**src/rtl/pulse_press_gen.sv**
```systemverilog
// pulse_press_gen: turns one-cycle press strobes into clean button-press levels.
// Each press holds Lo high for HOLD_CYCLES cycles, then holds it low for
// GAP_CYCLES cycles so a downstream edge detector always sees a release.
// Strobes arriving while a press is in progress are queued (up to MAX_PEND);
// strobes beyond that are dropped and flagged on Ovf for one cycle.
module pulse_press_gen #(
    parameter int HOLD_CYCLES = 4,
    parameter int GAP_CYCLES  = 2,
    parameter int MAX_PEND    = 3,
    localparam int MAX_HG = (HOLD_CYCLES > GAP_CYCLES) ? HOLD_CYCLES : GAP_CYCLES,
    localparam int CW     = $clog2(MAX_HG + 1),
    localparam int PW     = $clog2(MAX_PEND + 1)
) (
    input  logic          Clock,
    input  logic          Resetn,
    input  logic          Pi,
    output logic          Lo,
    output logic          Busy,
    output logic [PW-1:0] Pending,
    output logic          Ovf
);

    typedef enum logic [1:0] {
        IDLE = 2'd0,
        HOLD = 2'd1,
        GAP  = 2'd2
    } state_t;

    state_t        state;
    state_t        state_next;
    logic [CW-1:0] cnt;
    logic [CW-1:0] cnt_next;
    logic [PW-1:0] pending_next;
    logic          ovf_next;

    logic          busy_int;
    logic          hold_last;
    logic          gap_last;
    logic          consume;
    logic          accept;

    // Outputs decoded directly from state so an async reset clears Lo at once
    assign busy_int = (state != IDLE);
    assign Lo       = (state == HOLD);
    assign Busy     = busy_int;

    // State, phase counter, queue depth and overflow flag registers
    always_ff @(posedge Clock or negedge Resetn) begin
        if (!Resetn) begin
            state   <= IDLE;
            cnt     <= '0;
            Pending <= '0;
            Ovf     <= 1'b0;
        end else begin
            state   <= state_next;
            cnt     <= cnt_next;
            Pending <= pending_next;
            Ovf     <= ovf_next;
        end
    end

    // Next-state, queue accounting and drop detection
    always_comb begin
        state_next   = state;
        cnt_next     = cnt;
        pending_next = Pending;
        ovf_next     = 1'b0;

        hold_last = (state == HOLD) && (cnt == CW'(HOLD_CYCLES - 1));
        gap_last  = (state == GAP)  && (cnt == CW'(GAP_CYCLES - 1));

        // A press is available at the end of the gap if one is queued or a
        // strobe arrives in that same cycle; a full queue can still take the
        // new strobe because one entry leaves as it arrives.
        consume = gap_last && ((Pending != '0) || Pi);
        accept  = Pi && busy_int && ((Pending < PW'(MAX_PEND)) || consume);

        pending_next = Pending + PW'(accept) - PW'(consume);
        ovf_next     = Pi && busy_int && !accept;

        case (state)
            IDLE: begin
                // Strobe seen while idle starts a press directly, never queued
                if (Pi) begin
                    state_next = HOLD;
                    cnt_next   = '0;
                end
            end
            HOLD: begin
                if (hold_last) begin
                    state_next = GAP;
                    cnt_next   = '0;
                end else begin
                    cnt_next = cnt + CW'(1);
                end
            end
            GAP: begin
                if (gap_last) begin
                    state_next = consume ? HOLD : IDLE;
                    cnt_next   = '0;
                end else begin
                    cnt_next = cnt + CW'(1);
                end
            end
            default: begin
                state_next = IDLE;
                cnt_next   = '0;
            end
        endcase
    end

endmodule

```
**config.mk**
```make
export PLATFORM = sky130hd
export DESIGN_NAME = pulse_press_gen
export DESIGN_NICKNAME = d
export VERILOG_FILES = /design/src/rtl/pulse_press_gen.sv
export SDC_FILE = /design/constraint.sdc
export NUM_CORES = 1
export LEC_CHECK = 0
export ABC_AREA = 1
export ABC_CLOCK_PERIOD_IN_PS = 1800
export CORE_MARGIN = 8
export CORE_UTILIZATION = 25
export CTS_CLUSTER_DIAMETER = 40
export CTS_CLUSTER_SIZE = 20
export DETAILED_ROUTE_END_ITERATION = 7
export PLACE_DENSITY_LB_ADDON = 0.08
export SYNTH_ARGS = -nofsm -noshare
export SYNTH_HDL_FRONTEND = slang
export SYNTH_SLANG_ARGS = --single-unit
```
**constraint.sdc**
```tcl
create_clock -name Clock -period 1.8 [get_ports Clock]
set_input_delay 0.27 -clock Clock [delete_from_list [all_inputs] [get_ports Clock]]
set_output_delay 0.27 -clock Clock [all_outputs]
set_load 0.1 [all_outputs]
```
Yosys cells after proc, flatten, opt, wreduce, memory -nomap -nowiden --
Cells that the tools add are included.
Operators by class: multiplexer cells 9, order comparisons 1, reduce and logical (&&, ||, !) cells 13, eq/ne operators 7, $add $sub $neg 3
Operators with widths (number):
- $mux 3 | 3
- $pmux 3 s3 | 1
- $logic_and 1x1->1 | 6
- $mux 2 | 3
- $pmux 2 s3 | 1
- $ne 2x2->1 const B | 2
- $reduce_bool 2->1 | 2
- $add 3x1->3 const B | 1
- $eq 3x1->1 const B | 1
- $eq 3x2->1 const B | 1
- $reduce_and 3->1 | 1
- $add 2x1->2 | 1
- $eq 2x1->1 const B | 1
- $eq 2x2->1 const B | 1
- $logic_not 2->1 | 1
- $logic_or 1x1->1 | 2
- $lt 2x2->1 const B | 1
- $ne 2x1->1 const B | 1
- $sub 2x1->2 | 1
- $logic_not 1->1 | 1
- $mux 1 | 1
Word-level totals: output and inout port bits 5, bits in registers 8

Longest topological paths before layout --
Gate-level depths: netlist (run 1).
depth after elaboration 7, mapped depth 10, mapped depth without buffers 10

Worst setup path after synthesis (run 1) --
No wires, ideal clock.
path kind reg2reg, from register state[0], to register Pending[1], arrival time 2.120 ns, setup slack -0.444 ns, required time 1.676 ns, period minus slack after synthesis 2.244 ns, stages on the path, launching flop included 9, setup time 0.124 ns, cell sequence dfrtp_1 > inv_1 > ha_1 > inv_1 > nand3_1 > ha_1 > inv_1 > ha_1 > xnor2_1
On the way: elaborated cells on any way between the ends 9
RTL lines:
- start, declared | RTL line 29 | state_t state;
- start signal, assigned | RTL line 55 | state <= state_next;
- $reduce_bool 2->1 | RTL line 43 | assign busy_int = (state != IDLE);
- named net Busy | RTL line 18 | output logic Busy,
- $logic_and 1x1->1 (2 in series) | RTL line 76 | accept = Pi && busy_int && ((Pending < PW'(MAX_PEND)) || consume);
- $add 2x1->2 | RTL line 78 | pending_next = Pending + PW'(accept) - PW'(consume);
- $sub 2x1->2 | RTL line 78
- named net pending_next[1] | RTL line 33 | logic [PW-1:0] pending_next;
- end signal, assigned | RTL line 57 | Pending <= pending_next;
- end, declared | RTL line 19 | output logic [PW-1:0] Pending,
The timed path passes the listed nets, and every way through them passes these cells. A chain may end at the register's enable or synchronous reset.

Final worst setup path (run 1) --
from register state[0], to register Pending[1]
On the way: word-level cells in the longest chain between the ends 7, elaborated cells on any way between the ends 9
RTL lines:
- $eq 2x2->1 | RTL line 70 | gap_last = (state == GAP) && (cnt == CW'(GAP_CYCLES - 1));
- $logic_and 1x1->1 | RTL line 70
- $logic_and 1x1->1 | RTL line 75 | consume = gap_last && ((Pending != '0) || Pi);
- $logic_or 1x1->1 | RTL line 76
- $logic_and 1x1->1 | RTL line 76
- $add 2x1->2 | RTL line 78
- $sub 2x1->2 (*) | RTL line 78
- named net pending_next[1] | RTL line 33
Mark *: on every way through the listed nets, which the timed path passes. The rest lies on a longest branch.

==> metrics.csv, run 1 <==
stage,metric,value,unit
outcome,status,"complete, no violations",
final_layout,syn2layout_area_growth,41.7,%
routing,drt_first_pass_iters,3,
synthesis,netlist.area_leader.share,36.9,%
final_layout,nets,91,
timing,finalHoldViolations,0,
final_layout,final_core_util,36.2,%
synthesis,synth.ff_latch_count,8,
synthesis,synth_area_leader_cell,dfrtp_1,
clock_tree,cts_sinks,8,
global_routing,grt_first_pass_wirelength,1990,µm
synthesis,ys_warn_count,0,
global_routing,grt_max_degree,9,
clock_tree,root_buffer,clkbuf_4,
clock_tree,clk_pin_slew_worst_paths,0.06,ns
timing,slew_violations,0,
timing,fin_crit_sh,92.0,%
synthesis,yosys-top-cells-area,"dfrtp_1 37%, ha_1 23%, inv_1 6.9%, nand2_1 6.9%, nand3_1 6.5%",
timing,rsz0062_at_grt,false,
clock_tree,htree_levels,1,
global_routing,gr-total-overflow,0,
synthesis,syn_nets,75,
final_layout,drive_above_1_share,34.2,%
flow_run,cap_violations,0,
synthesis,synthCells,62,
timing,slew_headroom,73.3,%
routing,wire_per_inst,11.1,µm
routing,drtIter0Drc,2,
clock_tree,clockBufferDepth,2,
setup_path,critPathMaxFanout,2,
floorplanning,die_h,62.6,µm
timing,max_clock_freq,604,MHz
setup_path,end_kind,register,
setup_path,arrival,1.79,ns
timing,finalSetupTns,0,ns
final_layout,final_cell_area,769,µm²
synthesis,ys_types,15,
floorplanning,boundaryPins,8,
global_routing,track_usage,6.47,%
floorplanning,core,2130,µm²
clock_tree,cts_tree,yes,
floorplanning,die_w,62.6,µm
timing,fin_hold_ws,0.304,ns
routing,drc_errors,0,
setup_path,critPathKind,register to register,
routing,drt-total-wl,1160,µm
floorplanning,die_area,3920,µm²
placement,gp_congestion,0.738,
clock_tree,hold_buffers,0,
setup_path,r2r_cells,9,
final_layout,num-fill-cells,226,
timing,min_period,1.66,ns
global_routing,first_global_vias,435,
synthesis,ys_seq_area_share,36.9,%
clock_tree,clk_latency,0.26,ns
synthesis,syn-mean-instance-area,8.76,µm²
routing,via_count,422,
worst_hold_path,hold_class,primary input to async pin,
setup_path,start_kind,register,
floorplanning,initial_core_util,25.5,%
timing,worstMarginPinSlew,0.400,ns
setup_path,crit_required,1.94,ns
placement,io_buffers,7,
placement,placed_cell_area,722,µm²
timing,skew,0.00630,ns
clock_tree,cts_buffers,3,
routing,viasPerCell,4.06,
floorplanning,num_rows,17,
routing,ant_nets,0,
global_routing,antenna_found_initial,0,
timing,setup_viol,0,
placement,dp_hpwl,892,µm
final_layout,antennaDiodeCount,0,
synthesis,netlist_area,543,µm²
## registers in the layout, summed over array words and instances, names as in the netlist
signal   flops
Pending      2
cnt          3
state        2
Ovf          1
## routing by layer
| metal | up-vias | routed length [µm] | track usage [%] |
|---|---|---|---|
| li1 | 221 | - | - |
| met4 | 0 | 27 | 5.98 |
| met3 | 2 | 39 | 1.43 |
| met5 | - | 0 | 0 |
| met1 | 195 | 572 | 8.06 |
| met2 | 4 | 518 | 8.93 |
## synthesized netlist by cell type
cell,n
o21ai_1,1
xnor2_1,2
dfrtp_1,8
nand3_4,1
inv_2,2
nor3_1,1
nand2_2,2
inv_1,10
nand3_1,7
o21ai_0,2
nor2_2,1
nand2_1,10
ha_1,10
nor2_1,4
nand2_4,1
## logic make-up after synthesis
family | Yosys count | share of synthesized area, %
fa+ha+maj | 10 | 23.0
xor+xnor | 2 | 3.23
compound gates | 3 | 2.76
flops | 8 | 36.9
buf+inv | 12 | 8.30
simple gates | 27 | 25.8
## cells in the final DEF, fill, tap and decap left out, types with 3 or more instances in the layout
cell and n:
clkbuf_4 3, nor2_1 4, inv_1 7, nand2_1 10, ha_1 9, dfrtp_1 8
inv_2 4, buf_4 5, nand3_2 3, buf_12 4, nand3_1 4
## layout make-up
class	count	area [µm²]	area share [%]
sequential	8	200	26.0
clock buffer	3	22.5	2.93
timing repair buffer	11	138	17.9
inverter	12	48.8	6.34
tap	28	35.0	4.55
multi-input combinational	42	325	42.3
## worst paths after layout
check                           startpoint          to  slack (ns)
max in group asynchronous           Resetn  Pending[0]        1.21
min in group Clock                state[1]    state[1]        0.57
worst max-delay path              state[0]  Pending[1]        0.14
worst min-delay path                Resetn      cnt[2]        0.30
worst max register to register    state[0]  Pending[1]        0.14
worst min register to register    state[1]    state[1]        0.57
## metrics by stage
step	cells	setup WS, ns
finish	104	0.145
global route	104	0.0370
CTS	102	0.0799
detailed placement	99	0.0896
global placement	99	0.0944
floorplan	62	-0.109
## critical path, stage by stage, from the launching register on
cell     delay (ns)
dfrtp_1        0.38
inv_2          0.08
ha_1           0.19
nand3_2        0.11
nand3_2        0.09
nand3_2        0.06
ha_1           0.27
inv_1          0.04
ha_1           0.19
xnor2_1        0.13
## timing repair
| action | in CTS | in global routing |
|---|---|---|
| resized for setup | 0 | 2 |
| setup buffers | 0 | 2 |
| setup endpoints to repair | 0 | 1 |
| endpoints found under the hold margin | 0 | 0 |
Power of run 1 is not shown: default switching activity piles up to over one toggle a cycle in this logic, so the estimate is an artifact.
==> inputs of run 2 (changes only) <==
--- a/config.mk
+++ b/config.mk
@@ -7,9 +7,8 @@
 export LEC_CHECK = 0
 export ABC_AREA = 1
 export ABC_CLOCK_PERIOD_IN_PS = 1800
-export CORE_MARGIN = 8
 export CORE_UTILIZATION = 25
-export CTS_CLUSTER_DIAMETER = 40
+export CTS_CLUSTER_DIAMETER = 30
 export CTS_CLUSTER_SIZE = 20
 export DETAILED_ROUTE_END_ITERATION = 7
 export PLACE_DENSITY_LB_ADDON = 0.08
==> run 2 against run 1 <==
  * Utilization grew 1.3 points
  * Design area decreased by 2.4%
  * Sequential share of layout area rose by 0.65 points
  * Wire length fell by 20%
  * Flip-flop and latch count unchanged
  * Non-clock buffer count decreased by 1
  * Register-to-register slack about the same
  * Fmax down 0.10%
  * Final cell count decreased by 1.9%
  * Critical path depth unchanged
  * Count of clock-buffer cells in the layout unchanged
  * Via count shrank 5.0%
  * Highest routed layer unchanged
==> metrics.csv, run 2 (same netlist as run 1, synthesis figures left out) <==
stage,metric,value,unit,change
clock_tree,clk_latency,0.25,ns,about the same
setup_path,reg2reg_slack,0.14,ns,about the same
final_layout,largest_register,cnt,,
routing,drt_first_pass_iters,4,,+1
setup_path,crit_required,1.94,ns,about the same
placement,io_buffers,7,,unchanged
clock_tree,clockBufferDepth,2,,unchanged
timing,slew_violations,0,,unchanged
final_layout,largestRegisters,"cnt (3), Pending (2), state (2)",,
worst_hold_path,hold_class,primary input to async pin,,
global_routing,first_global_vias,385,,-11%
floorplanning,num_rows,16,,-1
global_routing,gr-total-overflow,0,,unchanged
routing,highest_layer,met4,,
final_layout,nets,90,,-1.1%
floorplanning,core,2000,µm²,-5.9%
setup_path,crit_path_max_incr_delay,0.38,ns,about the same
clock_tree,hold_buffers,0,,unchanged
clock_tree,cts_tree,yes,,
placement,dp_cells,99,,unchanged
setup_path,start_kind,register,,
floorplanning,die_h,48.6,µm,-22%
floorplanning,die_area,2360,µm²,-40%
routing,wl_met2,400,µm,-23%
placement,dp_hpwl,781,µm,-12%
timing,finalHoldViolations,0,,unchanged
global_routing,grt_first_pass_wirelength,1640,µm,-18%
routing,wire_per_inst,9.05,µm,-19%
flow_run,cap_violations,0,,unchanged
timing,fin_crit_sh,92.1,%,+0.095 points
clock_tree,post_cts_buffers,0,,unchanged
final_layout,syn2layout_area_growth,38.2,%,
setup_path,critPathMaxFanout,2,,unchanged
clock_tree,clk_pin_slew_worst_paths,0.05,ns,about the same
setup_path,r2r_cells,9,,unchanged
timing,slew_headroom,73.0,%,-0.29 points
timing,min_period,1.66,ns,+0.00171 ns
global_routing,track_usage,9.52,%,+3.1 points
clock_tree,cts_buffers,3,,unchanged
clock_tree,ctsResizeCount,0,,unchanged
setup_path,cp_common_cell,ha_1,,
clock_tree,root_buffer,clkbuf_4,,
timing,max_clock_freq,603,MHz,-0.10%
timing,rsz0062_at_grt,false,,
setup_path,cp_slowest_cell,dfrtp_1,,
setup_path,path_cells,"inv_2, ha_1, nand3_1, nand3_1, nand3_2, ha_1, inv_1, ha_1, xnor2_1",,
timing,setup_viol,0,,unchanged
floorplanning,boundaryPins,8,,unchanged
routing,ant_nets,0,,unchanged
setup_path,timing.critical_path.from,state[0],,
final_layout,layout_common_cells,"10 x nand2_1, 9 x ha_1, 8 x dfrtp_1",,
timing,worstMarginPinSlew,0.404,ns,+0.00441 ns
routing,wl_met3,50,µm,+28%
routing,via_count,401,,-5.0%
final_layout,drive_above_1_share,30.7,%,-3.5 points
routing,drtIter0Drc,7,,+5
setup_path,r2r_start,state[0],,
outcome,status,"complete, no violations",,
final_layout,antennaDiodeCount,0,,unchanged
setup_path,crit_path_end,Pending[1],,
final_layout,mostFrequentLayoutCell,nand2_1,,
timing,skew,0.00290,ns,-0.00340 ns
placement,gp_congestion,0.656,,-11%
final_layout,largest_reg_flops,3,,unchanged
routing,drc_errors,0,,unchanged
floorplanning,die_w,48.6,µm,-22%
final_layout,finalNonFillerCells,102,,-1.9%
global_routing,grt_max_degree,9,,unchanged
setup_path,arrival,1.79,ns,about the same
clock_tree,htree_levels,1,,unchanged
clock_tree,cts_sinks,8,,unchanged
routing,met1_length,458,µm,-20%
setup_path,critPathKind,register to register,,
routing,drt-total-wl,923,µm,-20%
setup_path,rr_endpoint,Pending[1],,
floorplanning,initial_core_util,27.1,%,+1.6 points
global_routing,antenna_found_initial,0,,unchanged
setup_path,end_kind,register,,
routing,viasPerCell,3.93,,-3.1%
-- run 2: final cells by class --
class / instances / area, µm²
inverters: 12 / 48.8
repair buffers: 10 / 130
well taps: 27 / 33.8
multi-input cells: 42 / 315
flip-flops and latches: 8 / 200
clock buffers: 3 / 22.5
fillers: 218 / 1250
-- run 2: metal layers --
metal  global-route usage [%]  vias up
met2                     13.2        6
met1                     12.2      173
met3                     4.72        2
li1                         -      220
met5                        0        -
met4                     4.41        0
-- run 2: worst min-delay path by stage --
| stage | startpoint | end | cells past startpoint |
|---|---|---|---|
| detailed placement | cnt[2] | cnt[2] | 2 |
| finish | Resetn | state[1] | 1 |
| global route | Resetn | state[1] | 1 |
| CTS | Resetn | state[1] | 1 |
| global placement | cnt[2] | cnt[2] | 2 |
| floorplan | Resetn | Ovf | 0 |
-- run 2: critical path, delay by kind of cell (launching register included) --
kind	cells	cell delay, ns
DFF	1	0.38
buffers and inverters	2	0.11
xor gates and xnor gates	1	0.12
adders and majority gates	3	0.62
and+or+nand+nor	3	0.31
-- run 2: metrics by stage --
stage / cell area, µm² / setup TNS (ns) / setup WS (ns) / utilization [%] / hold slack (ns)
global placement: 728 / 0 / 0.0978 / 36.4 / 0.558
CTS: 751 / 0 / 0.117 / 37.5 / 0.321
finish: 751 / 0 / 0.143 / 37.5 / 0.317
detailed placement: 728 / 0 / 0.0947 / 36.4 / 0.558
floorplan: 564 / -0.609 / -0.109 / - / -0.0256
global route: 751 / 0 / 0.00353 / 37.5 / 0.353
Power of run 2 is left out for the same reason.
